<file path="src/rtl/exposure_readout_ctrl.sv">
// exposure_readout_ctrl: REVEAL pixel-array exposure sequencer with triggered row readout sequencer
module exposure_readout_ctrl (
  input  logic        CLK,
  input  logic        rst,
  input  logic [31:0] NUM_SUB, T_reset, Tgl_res, Texp_ctrl, T_stdby,
  input  logic [31:0] T1, T2, T3, T4, T5, T6, T7, T8, T9,
  input  logic [31:0] RO_T1, RO_T2, RO_T3, RO_T4, RO_T5, RO_T6, NUM_ROW,
  output logic        PIXGLOB_RES, PIXDRAIN, PIXVTG_GLOB, EXP, PIXGSUBC, PIXROWMASK, DES, SYNC, MASK_EN, STDBY,
  output logic        trigger_o, re_busy,
  output logic [9:0]  ROWADD,
  output logic        COL_L_EN, COL_PRECH, CP_MUX_IN, MUX_START, PIXRES, PH1, PGA_RES, SAMP_R, SAMP_S, READ_R, READ_S
);
  typedef enum logic [2:0] {S_IDLE, S_GRES, S_EXPO, S_TRIG, S_WAIT, S_STBY} exp_state_t;
  typedef enum logic {R_IDLE, R_ROW} ro_state_t;
  exp_state_t st, st_n;
  ro_state_t rs, rs_n;
  logic [31:0] cnt, sub, ro_off, row, cp_at, h, rd;
  logic [8:0] slot;
  logic [9:0] addr, addr_n;
  logic [22:0] q, q_n;
  logic seen, mask, quad, last, slot_end, ro_row, ro_end;
  assign {PIXGLOB_RES, PIXDRAIN, PIXVTG_GLOB, EXP, PIXGSUBC, PIXROWMASK, DES, SYNC, MASK_EN, STDBY,
          trigger_o, re_busy, COL_L_EN, COL_PRECH, CP_MUX_IN, MUX_START, PIXRES, PH1, PGA_RES,
          SAMP_R, SAMP_S, READ_R, READ_S} = q;
  always_comb begin
    mask = st == S_EXPO && slot != 9'd0 && slot <= 9'd324;
    quad = mask && slot[1:0] == 2'b00;
    last = slot == 9'd325;
    slot_end = last ? cnt == Texp_ctrl - 32'd1 : cnt == T1 - 32'd1;
    ro_row = rs == R_ROW;
    ro_end = ro_off == RO_T1 - 32'd1;
    h = RO_T2 >> 1;
    rd = RO_T2 + ((RO_T1 - RO_T2) >> 1);
    st_n = st;
    case (st)
      S_IDLE: st_n = S_GRES;
      S_GRES: st_n = cnt == T_reset + Tgl_res - 32'd1 ? S_EXPO : S_GRES;
      S_EXPO: st_n = slot_end && last && sub == NUM_SUB - 32'd1 ? S_TRIG : S_EXPO;
      S_TRIG: st_n = S_WAIT;
      S_WAIT: st_n = seen && !ro_row ? S_STBY : S_WAIT;
      S_STBY: st_n = cnt == T_stdby - 32'd1 ? S_GRES : S_STBY;
      default: st_n = S_IDLE;
    endcase
    rs_n = ro_row ? ((ro_end && row == NUM_ROW - 32'd1) ? R_IDLE : R_ROW) : (st == S_TRIG ? R_ROW : R_IDLE);
    addr_n = st == S_GRES ? 10'd0 : (quad && cnt == T6) ? 10'(slot[8:2]) - 10'd1 : addr;
    q_n = {
      st == S_GRES,
      st == S_GRES && cnt < T_reset,
      st == S_GRES && cnt < T_reset,
      st == S_EXPO,
      st == S_EXPO && slot == 9'd0 && cnt < T9,
      mask,
      mask && cnt >= T2 && cnt < T2 + T3,
      quad && cnt >= T4 && cnt < T4 + T5,
      quad && cnt >= T7 && cnt < T7 + T8,
      st == S_STBY,
      st == S_TRIG,
      ro_row,
      ro_row && ro_off < RO_T2,
      ro_row && ro_off < RO_T3,
      ro_row && ro_off < RO_T2 && ro_off == cp_at,
      ro_row && ro_off >= RO_T2 && ro_off < RO_T2 + RO_T4,
      ro_row && ro_off >= h && ro_off < h + RO_T5,
      ro_row && ro_off < RO_T2,
      ro_row && ro_off < RO_T3,
      ro_row && ro_off >= RO_T3 && ro_off < h,
      ro_row && ro_off >= h + RO_T5 && ro_off < RO_T2,
      ro_row && ro_off >= RO_T2 && ro_off < rd,
      ro_row && ro_off >= rd
    };
  end
  always_ff @(posedge CLK) begin
    if (rst) begin
      st <= S_IDLE;
      rs <= R_IDLE;
      cnt <= '0;
      sub <= '0;
      slot <= '0;
      ro_off <= '0;
      row <= '0;
      cp_at <= '0;
      addr <= '0;
      seen <= 1'b0;
      q <= '0;
      ROWADD <= '0;
    end else begin
      st <= st_n;
      rs <= rs_n;
      q <= q_n;
      addr <= addr_n;
      ROWADD <= ro_row ? row[9:0] : addr_n;
      seen <= st == S_WAIT && (seen || ro_row);
      cnt <= (st_n != st || (st == S_EXPO && slot_end)) ? 32'd0 : cnt + 32'd1;
      slot <= st != S_EXPO ? 9'd0 : !slot_end ? slot : last ? 9'd0 : slot + 9'd1;
      sub <= st != S_EXPO ? 32'd0 : (slot_end && last) ? sub + 32'd1 : sub;
      ro_off <= (!ro_row || ro_end) ? 32'd0 : ro_off + 32'd1;
      row <= !ro_row ? 32'd0 : !ro_end ? row : row == NUM_ROW - 32'd1 ? 32'd0 : row + 32'd1;
      cp_at <= (!ro_row || ro_end) ? RO_T5 : ro_off == cp_at ? cp_at + RO_T6 : cp_at;
    end
  end
endmodule

</file>
<file path="config.mk">
export PLATFORM = sky130hd
export DESIGN_NAME = exposure_readout_ctrl
export DESIGN_NICKNAME = d
export VERILOG_FILES = /design/src/rtl/exposure_readout_ctrl.sv
export SDC_FILE = /design/constraint.sdc
export NUM_CORES = 2
export LEC_CHECK = 0
export CAP_MARGIN = 20
export CORE_UTILIZATION = 54
export CTS_BUF_LIST = sky130_fd_sc_hd__clkbuf_16
export CTS_CLUSTER_SIZE = 10
export DETAILED_ROUTE_END_ITERATION = 6
export PLACE_DENSITY_LB_ADDON = 0.15
export SLEW_MARGIN = 10
export SYNTH_ARGS = -nofsm -noshare
export SYNTH_HDL_FRONTEND = slang
export SYNTH_SLANG_ARGS = --single-unit
</file>
<file path="constraint.sdc">
create_clock -name CLK -period 7.55 [get_ports CLK]
set_input_delay 1.1325 -clock CLK [delete_from_list [all_inputs] [get_ports CLK]]
set_output_delay 1.1325 -clock CLK [all_outputs]
set_load 0.01 [all_outputs]
</file>
Yosys cells after proc, flatten, opt, wreduce, memory -nomap -nowiden
Index checks and enable logic that the tools add are counted.
- flip-flop bits (word level): 217
- output and inout bits: 33
- word-level logic and storage cells: 133
- add/subtract/negate cells: 22
- magnitude comparators: 20
- equal/unequal tests: 17
- multiplexer cells: 16
- bitwise gates (word level): 1
- reductions and logical operators: 45
- operator list (cell ; number):
    < comparator 32 bit ; 10
    == test 32 bit ; 9
    greater-or-equal comparator 32 bit ; 7
    subtractor 32 x 1 -> 32 bit, second input constant ; 7
    adder 32 bit ; 6
    adder 32 x 1 -> 32 bit, second input constant ; 4
    two-way mux 32 bit ; 3
    adder 31 x 32 -> 32 bit ; 1
    adder 32 x 31 -> 32 bit ; 1
    greater-or-equal comparator 32 x 31 -> 1 bit ; 1
    logical AND 1 bit ; 32
    < comparator 32 x 31 -> 1 bit ; 1
    subtractor 32 bit ; 1
    two-way mux 10 bit ; 3
    case mux 3 bit (6 select lines) ; 1
    adder 9 x 1 -> 9 bit, second input constant ; 1
    == test 9 bit, second input constant ; 1
    less-or-equal comparator 9 bit, second input constant ; 1
    zero test 9 bit ; 1
    two-way mux 9 bit ; 1
    nonzero test 9 bit ; 1
    OR reduction 2 bit ; 4
    subtractor 7 x 1 -> 8 bit, second input constant ; 1
    == test 3 x 2 -> 1 bit, second input constant ; 2
    13 further kinds ; 21

Depth between registers and ports, before layout
- depth in word-level cells: 10
- depth in mapped cells: 33

Worst setup path after synthesis
OpenSTA, ideal clock, no wires.
- path type: input to register
- from: in RO_T2[2]
- to: reg q[0]
- setup time: 0.122 ns
- arrival time: 6.445 ns
- required time: 7.428 ns
- slack: 0.984 ns
- stages on the path: 32
- path through: inv_1 ha_1 nor2b_1 o21a_1 o21ai_0 a21oi_1 o21ai_0 o21bai_1 a21oi_1 xnor2_1 ha_1 a21o_1 a211o_1 or3_1 o21ai_0 a211oi_1 o41a_1 o211ai_1 nand3_1 a21oi_1 xor2_1 ha_1 a21o_1 a21o_1 a21oi_1 nor2b_1 o21ai_0 nand2b_1 a21oi_1 o21ai_0 a21oi_1 a21oi_1
- word-level cells in the longest chain between the ends: 4
- RTL lines (what ; line ; text):
    start, declared ; 7 ; input logic [31:0] RO_T1, RO_T2, RO_T3, RO_T4, RO_T5, RO_T6, NUM_ROW,
    subtractor 32 bit ; 33 ; rd = RO_T2 + ((RO_T1 - RO_T2) >> 1);
    adder 32 x 31 -> 32 bit * ; 33 ;
    greater-or-equal comparator 32 bit * ; 69 ; ro_row && ro_off >= rd
    logical AND 1 bit * ; 69 ;
    end signal, assigned ; 89 ; q <= q_n;
    end, declared ; 20 ; logic [22:0] q, q_n;
Mark *: on every way between the ends. The rest lies on a longest branch, timed or not.
A chain may end at the register's enable or synchronous reset.

Final worst setup path
Ends and elaborated chain as after synthesis.

==> summary.txt <==
Outcome
  – Status: finished, final reports clean

Setup path
  – Critical Path Source Type: input port
  – Worst Setup SP: RO_T2[2]
  – Slowest cell on crit path: clkdlybuf4s50_1
  – RR Startpoint: slot[4]
  – Required @ worst endpoint: 8.01 ns
  – Crit path to: q[0]
  – R2r endpoint: cnt[4]
  – Worst reg2reg path depth: 15
  – Cell mode on critical path: a21oi_1
  – WS Path Type: input port to register
  – R2R Setup Slk: 1.66 ns
  – Max stage delay on crit path: 0.48 ns
  – Critical Path AT: 7.41 ns
  – Crit-path max FO: 4
  – Crit end category: register

STA
  – Fin crit share: 92.1%
  – Minimum clock period: 6.95 ns
  – RSZ-0062 raised after global routing: false
  – Setup TNS Final: 0 ns
  – Clk_skew: 0.0355 ns
  – Hold Violations, Final: 0
  – Max Fclk: 144 MHz
  – WHS: 0.469 ns
  – Slew Limit Fails: 0
  – Slew headroom: 30.0%
  – Worst-Margin Slew: 1.02 ns
  – Setup violators final: 0

Final layout
  – Final Cell Area: 50800 sq um
  – Area grow syn2layout: 22.8%
  – Share of layout cells above drive strength 1: 3.64%
  – Fin util: 66.9%
  – Nets: 7621

Synth
  – Post-synth top area share: 23.2%
  – Post-synth EDFFs: 0
  – Syn avg cell area: 7.56 sq um
  – Most common cell in the netlist: ha_1
  – FFs w/ async S/R, synth: 0%
  – Yosys reg bits: 214
  – Yosys cell types: 101
  – Syn_nets: 6917
  – Post-synth top cells: 767 x ha_1, 447 x inv_1, 422 x nor2_1, 395 x a21oi_1, 306 x xnor2_1
  – Synth warn: 0
  – Synth Instances: 5467
  – Sequential-to-total area share from yosys stat: 10.4%
  – Leading area contributor after synthesis: ha_1
  – Ys flop type: dfxtp_1
  – Netlist Area Pre-Place: 41300 sq um
  – Synth top area cells: ha_1 23%, dfxtp_1 10%, xnor2_1 6.5%

Flow run
  – Maxcap violations: 0

Placed design
  – PortBufs: 706
  – Cell Area, Placed: 49800 sq um
  – RD Place Congestion: 1.03
  – Final HPWL DP: 131000 um

Power and ir drop
  – Total power draw: 5.27 mW
  – Largest vdd supply drop: 0.159 mV
  – Power Density: 104 nW/um^2
  – LEAKAGE: 23.3 nW

Route
  – Antenna Nets Post-Route: 0
  – Via count: 44300
  – First-pass DRT Iterations: 6
  – DRC: 0
  – DR WL/cell: 21.6 um
  – Final wirelength: 155000 um
  – Iter 0 DRT Violations: 3328
  – Routed vias/inst: 6.15

Floorplan
  – Rows: 101
  – Die area: 77700 sq um
  – Starting Density: 54.5%
  – Die Ht: 279 um
  – I/O pin count: 707
  – Core Box Area: 75800 sq um
  – DIE WIDTH: 279 um

Global route
  – Largest net degree at the start of global routing: 46
  – Initial antenna violation count: 36
  – Overflow after GRT: 0
  – All-Layer GR Usage: 38.4%
  – First-pass GRT wire length: 235000 um
  – Number of global-route vias before repair: 42400

CTS
  – Root Driver: clkbuf_16
  – CTS tree: built
  – Cts bufs inserted: 29
  – CTS sink count: 214
  – CTS H-tree depth: 1
  – Worst-Skew Late Latency: 0.60 ns
  – Worst-path clk slew: 0.07 ns
  – # hold bufs at CTS: 0
  – Clock buffer depth: 3

Hold path
  – Min-delay worst type: register to register
worst min-delay path by stage:
| stage | start | to | cells past startpoint |
|---|---|---|---|
| after floorplan | addr[8] | addr[8] | 2 |
| after global placement | addr[8] | addr[8] | 2 |
| after detailed placement | addr[8] | addr[8] | 2 |
| after CTS | addr[9] | addr[9] | 2 |
| after global routing | addr[7] | addr[7] | 2 |
| final | addr[9] | addr[9] | 2 |
repair_timing:
| action | 4_1_cts | 5_1_grt |
|---|---|---|
| resized for setup | 0 | 1 |
| endpoints found under the setup margin | 0 | 1 |
| buffers inserted | 0 | 0 |
cell families (layout without fill, tap and decap cells):
| family | Yosys count | after routing | synth area share, % |
|---|---|---|---|
| fa+ha+maj | 776 | 776 | 23.7 |
| compound gates | 1452 | 1452 | 22.8 |
| flops | 214 | 214 | 10.4 |
| xor+xnor | 609 | 609 | 13.0 |
| buf+inv | 587 | 1304 | 5.59 |
| mux | 98 | 98 | 2.46 |
| other cells | 0 | 35 | 0 |
| simple gates | 1731 | 1731 | 22.2 |
metal layers:
layer,GRT usage (%),up-vias,part of all wire (%)
met5,0,-,0.0058
met2,64.5,1783,46
met1,46.9,20600,41
met3,4.64,380,6.9
li1,-,21500,-
met4,22.9,2,6.0
layout by cell type (no fill, tap or decap), types with 22 or more instances in the layout:
cell type and instances:
a2111oi_0 24, a211oi_1 76, a21o_1 237, a21oi_1 395
a31oi_1 37, and2_1 28, and3_1 69, and4_1 25
buf_4 105, clkbuf_16 29, clkdlybuf4s50_1 705, dfxtp_1 214
diode_2 35, ha_1 767, inv_1 449, mux2i_1 82
nand2_1 247, nand2b_1 103, nand3_1 151, nand4_1 152
nor2_1 421, nor2b_1 89, nor3_1 151, nor4_1 104
o211ai_1 34, o21a_1 86, o21ai_0 290, o21bai_1 31
o31ai_1 27, or2_2 22, or3_1 67, xnor2_1 306
xor2_1 301
per-stage QoR:
step,worst slack (ns),instances
after floorplan,0.984,5467
after global placement,-0.0185,7117
after detailed placement,-0.0478,7117
after CTS,0.565,7161
after global routing,0.0501,7196
final,0.597,7197
critical path: cells and delay by family:
| family | cells | cell delay [ns] |
|---|---|---|
| AND/OR/NAND/NOR | 5 | 0.70 |
| XOR/XNOR | 2 | 0.34 |
| buffers and inverters | 2 | 0.54 |
| adder cells (fa/ha/maj) | 3 | 0.88 |
| AO/OA/AOI/OAI | 21 | 3.81 |
power by group:
part	internal, mW	switching, mW
sequential	1.14	0.0117
clock	0.726	0.574
combinational	1.33	1.49
sequential cells by signal, indices dropped and copies added, names as in the netlist:
signal and cells:
cnt 32, cp_at 32, ro_off 32, row 32, sub 32, q 20
ROWADD 10, addr 10, slot 9, st 3, ro_row 1, seen 1
area by class of cell:
type                    instances  area, sq um
well taps                     978         1220
repair buffers                812         7880
inverters                     448         1680
clock inverters                15          120
fillers                      6634        25100
multi-input cells            4666        34800
flip-flops and latches        214         4280
clock buffers                  29          726
diodes                         35         87.6
Note: power is estimated with default switching activity, not from simulation.
